===== config.mk =====
export PLATFORM = sky130hd
export DESIGN_NAME = pipe_ctrl
export DESIGN_NICKNAME = d
export VERILOG_FILES = /design/src/rtl/pipe_ctrl.sv
export SDC_FILE = /design/constraint.sdc
export NUM_CORES = 1
export LEC_CHECK = 0
export BUFFER_PORTS_ARGS = -buffer_cell sky130_fd_sc_hd__buf_2
export CAP_MARGIN = 20
export CORE_MARGIN = 1.5
export CORE_UTILIZATION = 53
export CTS_CLUSTER_DIAMETER = 100
export CTS_CLUSTER_SIZE = 8
export DETAILED_ROUTE_END_ITERATION = 8
export HOLD_SLACK_MARGIN = 0.05
export PLACE_DENSITY = 0.76
export SLEW_MARGIN = 20
export SYNTH_ARGS = -nofsm -noshare
export SYNTH_HDL_FRONTEND = slang
export SYNTH_SLANG_ARGS = --single-unit

===== constraint.sdc =====
create_clock -name clk -period 5.2 [get_ports clk]
set_clock_uncertainty 0.05 [all_clocks]
set_input_delay 1.04 -clock clk [delete_from_list [all_inputs] [get_ports clk]]
set_output_delay 1.04 -clock clk [all_outputs]
set_load 0.05 [all_outputs]

===== src/rtl/pipe_ctrl.sv =====
// Pipeline hazard controller: stalls, flushes and PC redirects.
// Tracks divide and memory waits, defers jumps that arrive during a wait.
module pipe_ctrl #(
  parameter int DW      = 32,
  parameter int MEM_TMO = 16
) (
  input  logic          clk,
  input  logic          rst,
  input  logic          jump_en_i,
  input  logic [DW-1:0] jump_addr_i,
  input  logic          load_use_i,
  input  logic          div_start_i,
  input  logic          div_ready_i,
  input  logic          mem_req_i,
  input  logic          mem_ack_i,
  output logic          hold_pc_o,
  output logic          hold_if_id_o,
  output logic          hold_id_ex_o,
  output logic          hold_ex_mem_o,
  output logic          flush_if_id_o,
  output logic          flush_id_ex_o,
  output logic          jump_en_o,
  output logic [DW-1:0] jump_addr_o,
  output logic          bus_err_o,
  output logic [DW-1:0] stall_cnt_o
);

  typedef enum logic [1:0] {
    RUN      = 2'd0,
    DIV_BUSY = 2'd1,
    MEM_WAIT = 2'd2
  } state_t;

  localparam logic [7:0] TMO_LAST = 8'(MEM_TMO - 1);

  state_t          state_q, state_d;
  logic            pend_vld_q, pend_vld_d;
  logic [DW-1:0]   pend_addr_q, pend_addr_d;
  logic [7:0]      tmo_q, tmo_d;
  logic [DW-1:0]   stall_q;

  logic            hold_pc, hold_if_id, hold_id_ex, hold_ex_mem;
  logic            flush_if_id, flush_id_ex;
  logic            jump_en;
  logic [DW-1:0]   jump_addr;
  logic            bus_err;

  // State, pending jump and timeout registers
  always_ff @(posedge clk or posedge rst) begin
    if (rst) begin
      state_q     <= RUN;
      pend_vld_q  <= 1'b0;
      pend_addr_q <= '0;
      tmo_q       <= '0;
    end else begin
      state_q     <= state_d;
      pend_vld_q  <= pend_vld_d;
      pend_addr_q <= pend_addr_d;
      tmo_q       <= tmo_d;
    end
  end

  // Saturating count of cycles the PC was frozen
  always_ff @(posedge clk or posedge rst) begin
    if (rst) begin
      stall_q <= '0;
    end else if (hold_pc && (stall_q != '1)) begin
      stall_q <= stall_q + 1'b1;
    end
  end

  // Next-state and hazard-response decode
  always_comb begin
    state_d     = state_q;
    pend_vld_d  = pend_vld_q;
    pend_addr_d = pend_addr_q;
    tmo_d       = tmo_q;
    hold_pc     = 1'b0;
    hold_if_id  = 1'b0;
    hold_id_ex  = 1'b0;
    hold_ex_mem = 1'b0;
    flush_if_id = 1'b0;
    flush_id_ex = 1'b0;
    jump_en     = 1'b0;
    jump_addr   = '0;
    bus_err     = 1'b0;

    unique case (state_q)
      RUN: begin
        if (pend_vld_q) begin
          jump_en     = 1'b1;
          jump_addr   = pend_addr_q;
          flush_if_id = 1'b1;
          flush_id_ex = 1'b1;
          pend_vld_d  = 1'b0;
        end else if (jump_en_i) begin
          jump_en     = 1'b1;
          jump_addr   = jump_addr_i;
          flush_if_id = 1'b1;
          flush_id_ex = 1'b1;
        end else if (mem_req_i && !mem_ack_i) begin
          hold_pc     = 1'b1;
          hold_if_id  = 1'b1;
          hold_id_ex  = 1'b1;
          hold_ex_mem = 1'b1;
          tmo_d       = '0;
          state_d     = MEM_WAIT;
        end else if (div_start_i) begin
          hold_pc     = 1'b1;
          hold_if_id  = 1'b1;
          hold_id_ex  = 1'b1;
          state_d     = DIV_BUSY;
        end else if (load_use_i) begin
          hold_pc     = 1'b1;
          hold_if_id  = 1'b1;
          flush_id_ex = 1'b1;
        end
      end

      DIV_BUSY: begin
        if (jump_en_i && !pend_vld_q) begin
          pend_vld_d  = 1'b1;
          pend_addr_d = jump_addr_i;
        end
        if (div_ready_i) begin
          state_d = RUN;
        end else begin
          hold_pc    = 1'b1;
          hold_if_id = 1'b1;
          hold_id_ex = 1'b1;
        end
      end

      MEM_WAIT: begin
        if (jump_en_i && !pend_vld_q) begin
          pend_vld_d  = 1'b1;
          pend_addr_d = jump_addr_i;
        end
        if (mem_ack_i) begin
          state_d = RUN;
        end else if (tmo_q == TMO_LAST) begin
          bus_err = 1'b1;
          state_d = RUN;
        end else begin
          hold_pc     = 1'b1;
          hold_if_id  = 1'b1;
          hold_id_ex  = 1'b1;
          hold_ex_mem = 1'b1;
          tmo_d       = tmo_q + 8'd1;
        end
      end

      default: begin
        state_d = RUN;
      end
    endcase
  end

  // Outputs forced quiet while reset is asserted
  always_comb begin
    hold_pc_o     = hold_pc     & ~rst;
    hold_if_id_o  = hold_if_id  & ~rst;
    hold_id_ex_o  = hold_id_ex  & ~rst;
    hold_ex_mem_o = hold_ex_mem & ~rst;
    flush_if_id_o = flush_if_id & ~rst;
    flush_id_ex_o = flush_id_ex & ~rst;
    jump_en_o     = jump_en     & ~rst;
    jump_addr_o   = rst ? '0 : jump_addr;
    bus_err_o     = bus_err     & ~rst;
    stall_cnt_o   = stall_q;
  end

endmodule

==> summary.txt <==
GRT
  • Wire length of the first global-routing pass: 15300 um
  • Total overflow reported by the global router: 0
  • Antenna violations before repair: 0
  • Largest net degree at the start of global routing: 77
  • GRT Overall Usage: 22.7%
  • Vias in the first global route: 3271

Floorplan
  • Site Rows: 32
  • Top Ports: 112
  • Die Outline Area: 8360 um2
  • Placeable core area: 7650 um2
  • Die height: 91.4 um
  • Initial cell density of the core: 54.2%
  • Floorplan die width: 91.4 um

Timing
  • Share of the clock period used by the worst path after layout: 70.8%
  • Count of endpoints failing hold in the final timing report: 0
  • Highest Clock Rate: 0.272 GHz
  • Max-slew violation count: 0
  • Final number of setup-violating endpoints: 0
  • Final critical path time including I/O delays and setup: 3.68 ns
  • Setup TNS: 0 ns
  • Setup repair after global routing missed its margin: no
  • Minimum setup slack in the final design: 1.52 ns
  • Least-Margin Pin Slew: 0.939 ns
  • Remaining max-slew budget at the tightest pin: 37.4%

Clock network
  • Maximum level of the CTS H-tree: 3
  • Number of gates resized after CTS: 0
  • Number of buffers inserted to repair setup after CTS: 0
  • Clock buffer count from CTS: 9
  • TritonCTS clock tree: yes
  • Library cell used as clock root buffer: sky130_fd_sc_hd__clkbuf_8
  • Clock transition at the register clock pins on the worst setup and hold paths after CTS: 0.07 ns
  • Insertion delay to the later sink of the worst-skew pair: 0.34 ns
  • Maximum number of buffers from clock root to sink: 2
  • Count of hold buffers inserted by post-cts repair: 0
  • TritonCTS Sinks: 75

Synthesis
  • Library cell with the largest summed area after synthesis: sky130_fd_sc_hd__dfrtp_1
  • FFs w/ async S/R, synth: 100%
  • Unique cell type count in the Yosys netlist: 48
  • Portion of synthesized cell area occupied by the leading cell type: 45.3%
  • Most used standard cells in the synthesized netlist: 75 x sky130_fd_sc_hd__dfrtp_1, 68 x sky130_fd_sc_hd__nor2_1, 46 x sky130_fd_sc_hd__nand2_1
  • Number of standard cells after synthesis: 429
  • Number of flip-flops and latches in the synthesized netlist: 75
  • Count of warnings emitted by yosys: 0
  • Top area cells in the synthesized netlist: sky130_fd_sc_hd__dfrtp_1 45%, sky130_fd_sc_hd__mux2_2 8.7%, sky130_fd_sc_hd__xnor2_1 6.6%
  • Most used flip-flop cell after synthesis: sky130_fd_sc_hd__dfrtp_1
  • Sequential share of the synthesized area: 45.3%
  • Cell area after synthesis: 4140 um2
  • Syn nets: 475
  • Count of flip-flops with a built-in enable after synthesis: 0
  • Synthesized area divided by synthesized cell count: 9.66 um2
  • Leading cell type by number of instances after synthesis: sky130_fd_sc_hd__dfrtp_1

Power
  • Leakage power: 2.42 nW
  • Power density cells: 465 nW/um2
  • Worst IR drop on VDD: 0.000252 V

Worst hold path
  • Min-Delay Startpoint: stall_cnt_o[31]
  • Destination of the worst hold path: stall_cnt_o[31]
  • Worst hold path stage count: 1
  • Class of the tightest hold or removal check: reg -> reg

Drt
  • Vias post-DR: 3542
  • Count of routing violations after the opening detailed-route iteration: 142
  • WL/cell: 14.3 um
  • Remaining antenna violation count after routing: 0
  • Vias per cell: 5.53
  • Remaining DRCs: 0
  • Drt first pass iters: 4
  • Total Wirelength: 9150 um

Place
  • Estimated wirelength of the detail-placed design: 6350 um
  • Port-buffer cells: 111
  • Total placed instance area: 4750 um2
  • Final Wtd Congestion: 0.829
  • Worst slack after detailed placement: 1.52 ns

Cells and area
  • Final instance area: 4950 um2
  • Post-layout net count: 579
  • Count of inserted antenna diode cells: 0
  • Layout overhead on the synthesized area: 19.5%
  • Share of final-layout standard cells stronger than drive strength 1: 33.1%
  • Fill cells: 656

Critical path
  • Crit end category: primary output
  • Worst-path maximum fanout: 19
  • Data arrival, critical path: 2.59 ns
  • Worst reg2reg endpoint: stall_cnt_o[1]
  • Flop2flop setup slack: 2.82 ns
  • Startpoint kind of the worst setup timing path: primary input
  • Startpoint of the lowest-slack register-to-register path: state_q[0]
  • Required time at the endpoint of the critical path: 4.11 ns
  • Category of the most critical setup path: in -> out
  • Worst R2R Path Depth: 6

Status
  • Run status: finished, final reports clean

Job
  • Max-cap viol count: 0
==> per-layer routing <==
layer	global-route usage, %	share of wire (%)
met4	11.1	2.4
met3	3.77	5.1
met2	35.5	47
met5	0	0
met1	30.6	45
==> through the flow <==
| step | power (mW) | util, % | hold WS (ns) | instances |
|---|---|---|---|---|
| floorplan | 1.66 | - | 0.416 | 429 |
| global placement | 1.83 | 62.2 | 0.424 | 624 |
| detailed placement | 1.87 | 62.2 | 0.437 | 624 |
| CTS | 2.32 | 64.7 | 0.445 | 640 |
| global route | 2.43 | 64.7 | 0.471 | 640 |
| finish | 2.30 | 64.7 | 0.441 | 640 |
==> flip-flops by register name, summed over array words and instances, names as in the netlist <==
register	cells
stall_cnt_o	32
state_q	2
pend_addr_q	32
pend_vld_q	1
tmo_q	8
==> worst max-delay path by stage <==
stage	from	cells past startpoint	slack (ns)	to
6_report	mem_ack_i	6	1.52	hold_pc_o
3_3_place_gp	mem_ack_i	6	1.55	hold_pc_o
5_1_grt	rst	5	1.38	hold_pc_o
2_1_floorplan	rst	5	0.68	jump_en_o
3_5_place_dp	mem_ack_i	6	1.52	hold_pc_o
4_1_cts	state_q[0]	5	1.43	jump_en_o
==> where the power goes <==
part           leakage (nW)  internal (mW)  switching, mW
registers             0.965          0.750          0.108
clock network        0.0991          0.233          0.211
logic                  1.36          0.344          0.656
==> kinds of logic after synthesis <==
| logic type | count (synthesis) | share of synthesized area (%) |
|---|---|---|
| simple gates | 200 | 24.3 |
| buf+inv | 28 | 3.11 |
| xor+xnor | 37 | 7.82 |
| fa+ha+maj | 6 | 1.81 |
| flops | 75 | 45.3 |
| compound gates | 50 | 8.70 |
| mux | 33 | 8.97 |
==> layout by cell type (no fill, tap or decap), types with 5 or more instances in the layout <==
master	n
sky130_fd_sc_hd__and3_1	15
sky130_fd_sc_hd__xnor2_1	31
sky130_fd_sc_hd__nor2_1	68
sky130_fd_sc_hd__a21oi_1	29
sky130_fd_sc_hd__inv_1	5
sky130_fd_sc_hd__nand4_1	18
sky130_fd_sc_hd__a22oi_1	8
sky130_fd_sc_hd__xor2_1	6
sky130_fd_sc_hd__buf_2	111
sky130_fd_sc_hd__nand2_1	45
sky130_fd_sc_hd__mux2_2	32
sky130_fd_sc_hd__nand3_1	24
sky130_fd_sc_hd__clkbuf_8	10
sky130_fd_sc_hd__dfrtp_1	74
sky130_fd_sc_hd__ha_1	6
==> layout make-up <==
type,instances,area [um2],share of cell area (%)
clock inverters,5,52.6,1.06
clock buffers,11,141,2.86
repair buffers,115,586,11.8
inverters,6,26.3,0.531
multi-input cells,326,2140,43.2
flip-flops and latches,75,1880,37.9
well taps,102,128,2.58
==> critical path: stages <==
cell,delay [ns]
sky130_fd_sc_hd__buf_2,0.13
sky130_fd_sc_hd__nor2b_2,0.28
sky130_fd_sc_hd__o311ai_4,0.16
sky130_fd_sc_hd__a31oi_4,0.51
sky130_fd_sc_hd__and2_1,0.21
sky130_fd_sc_hd__buf_2,0.26
Note: power is estimated with default switching activity, not from simulation.
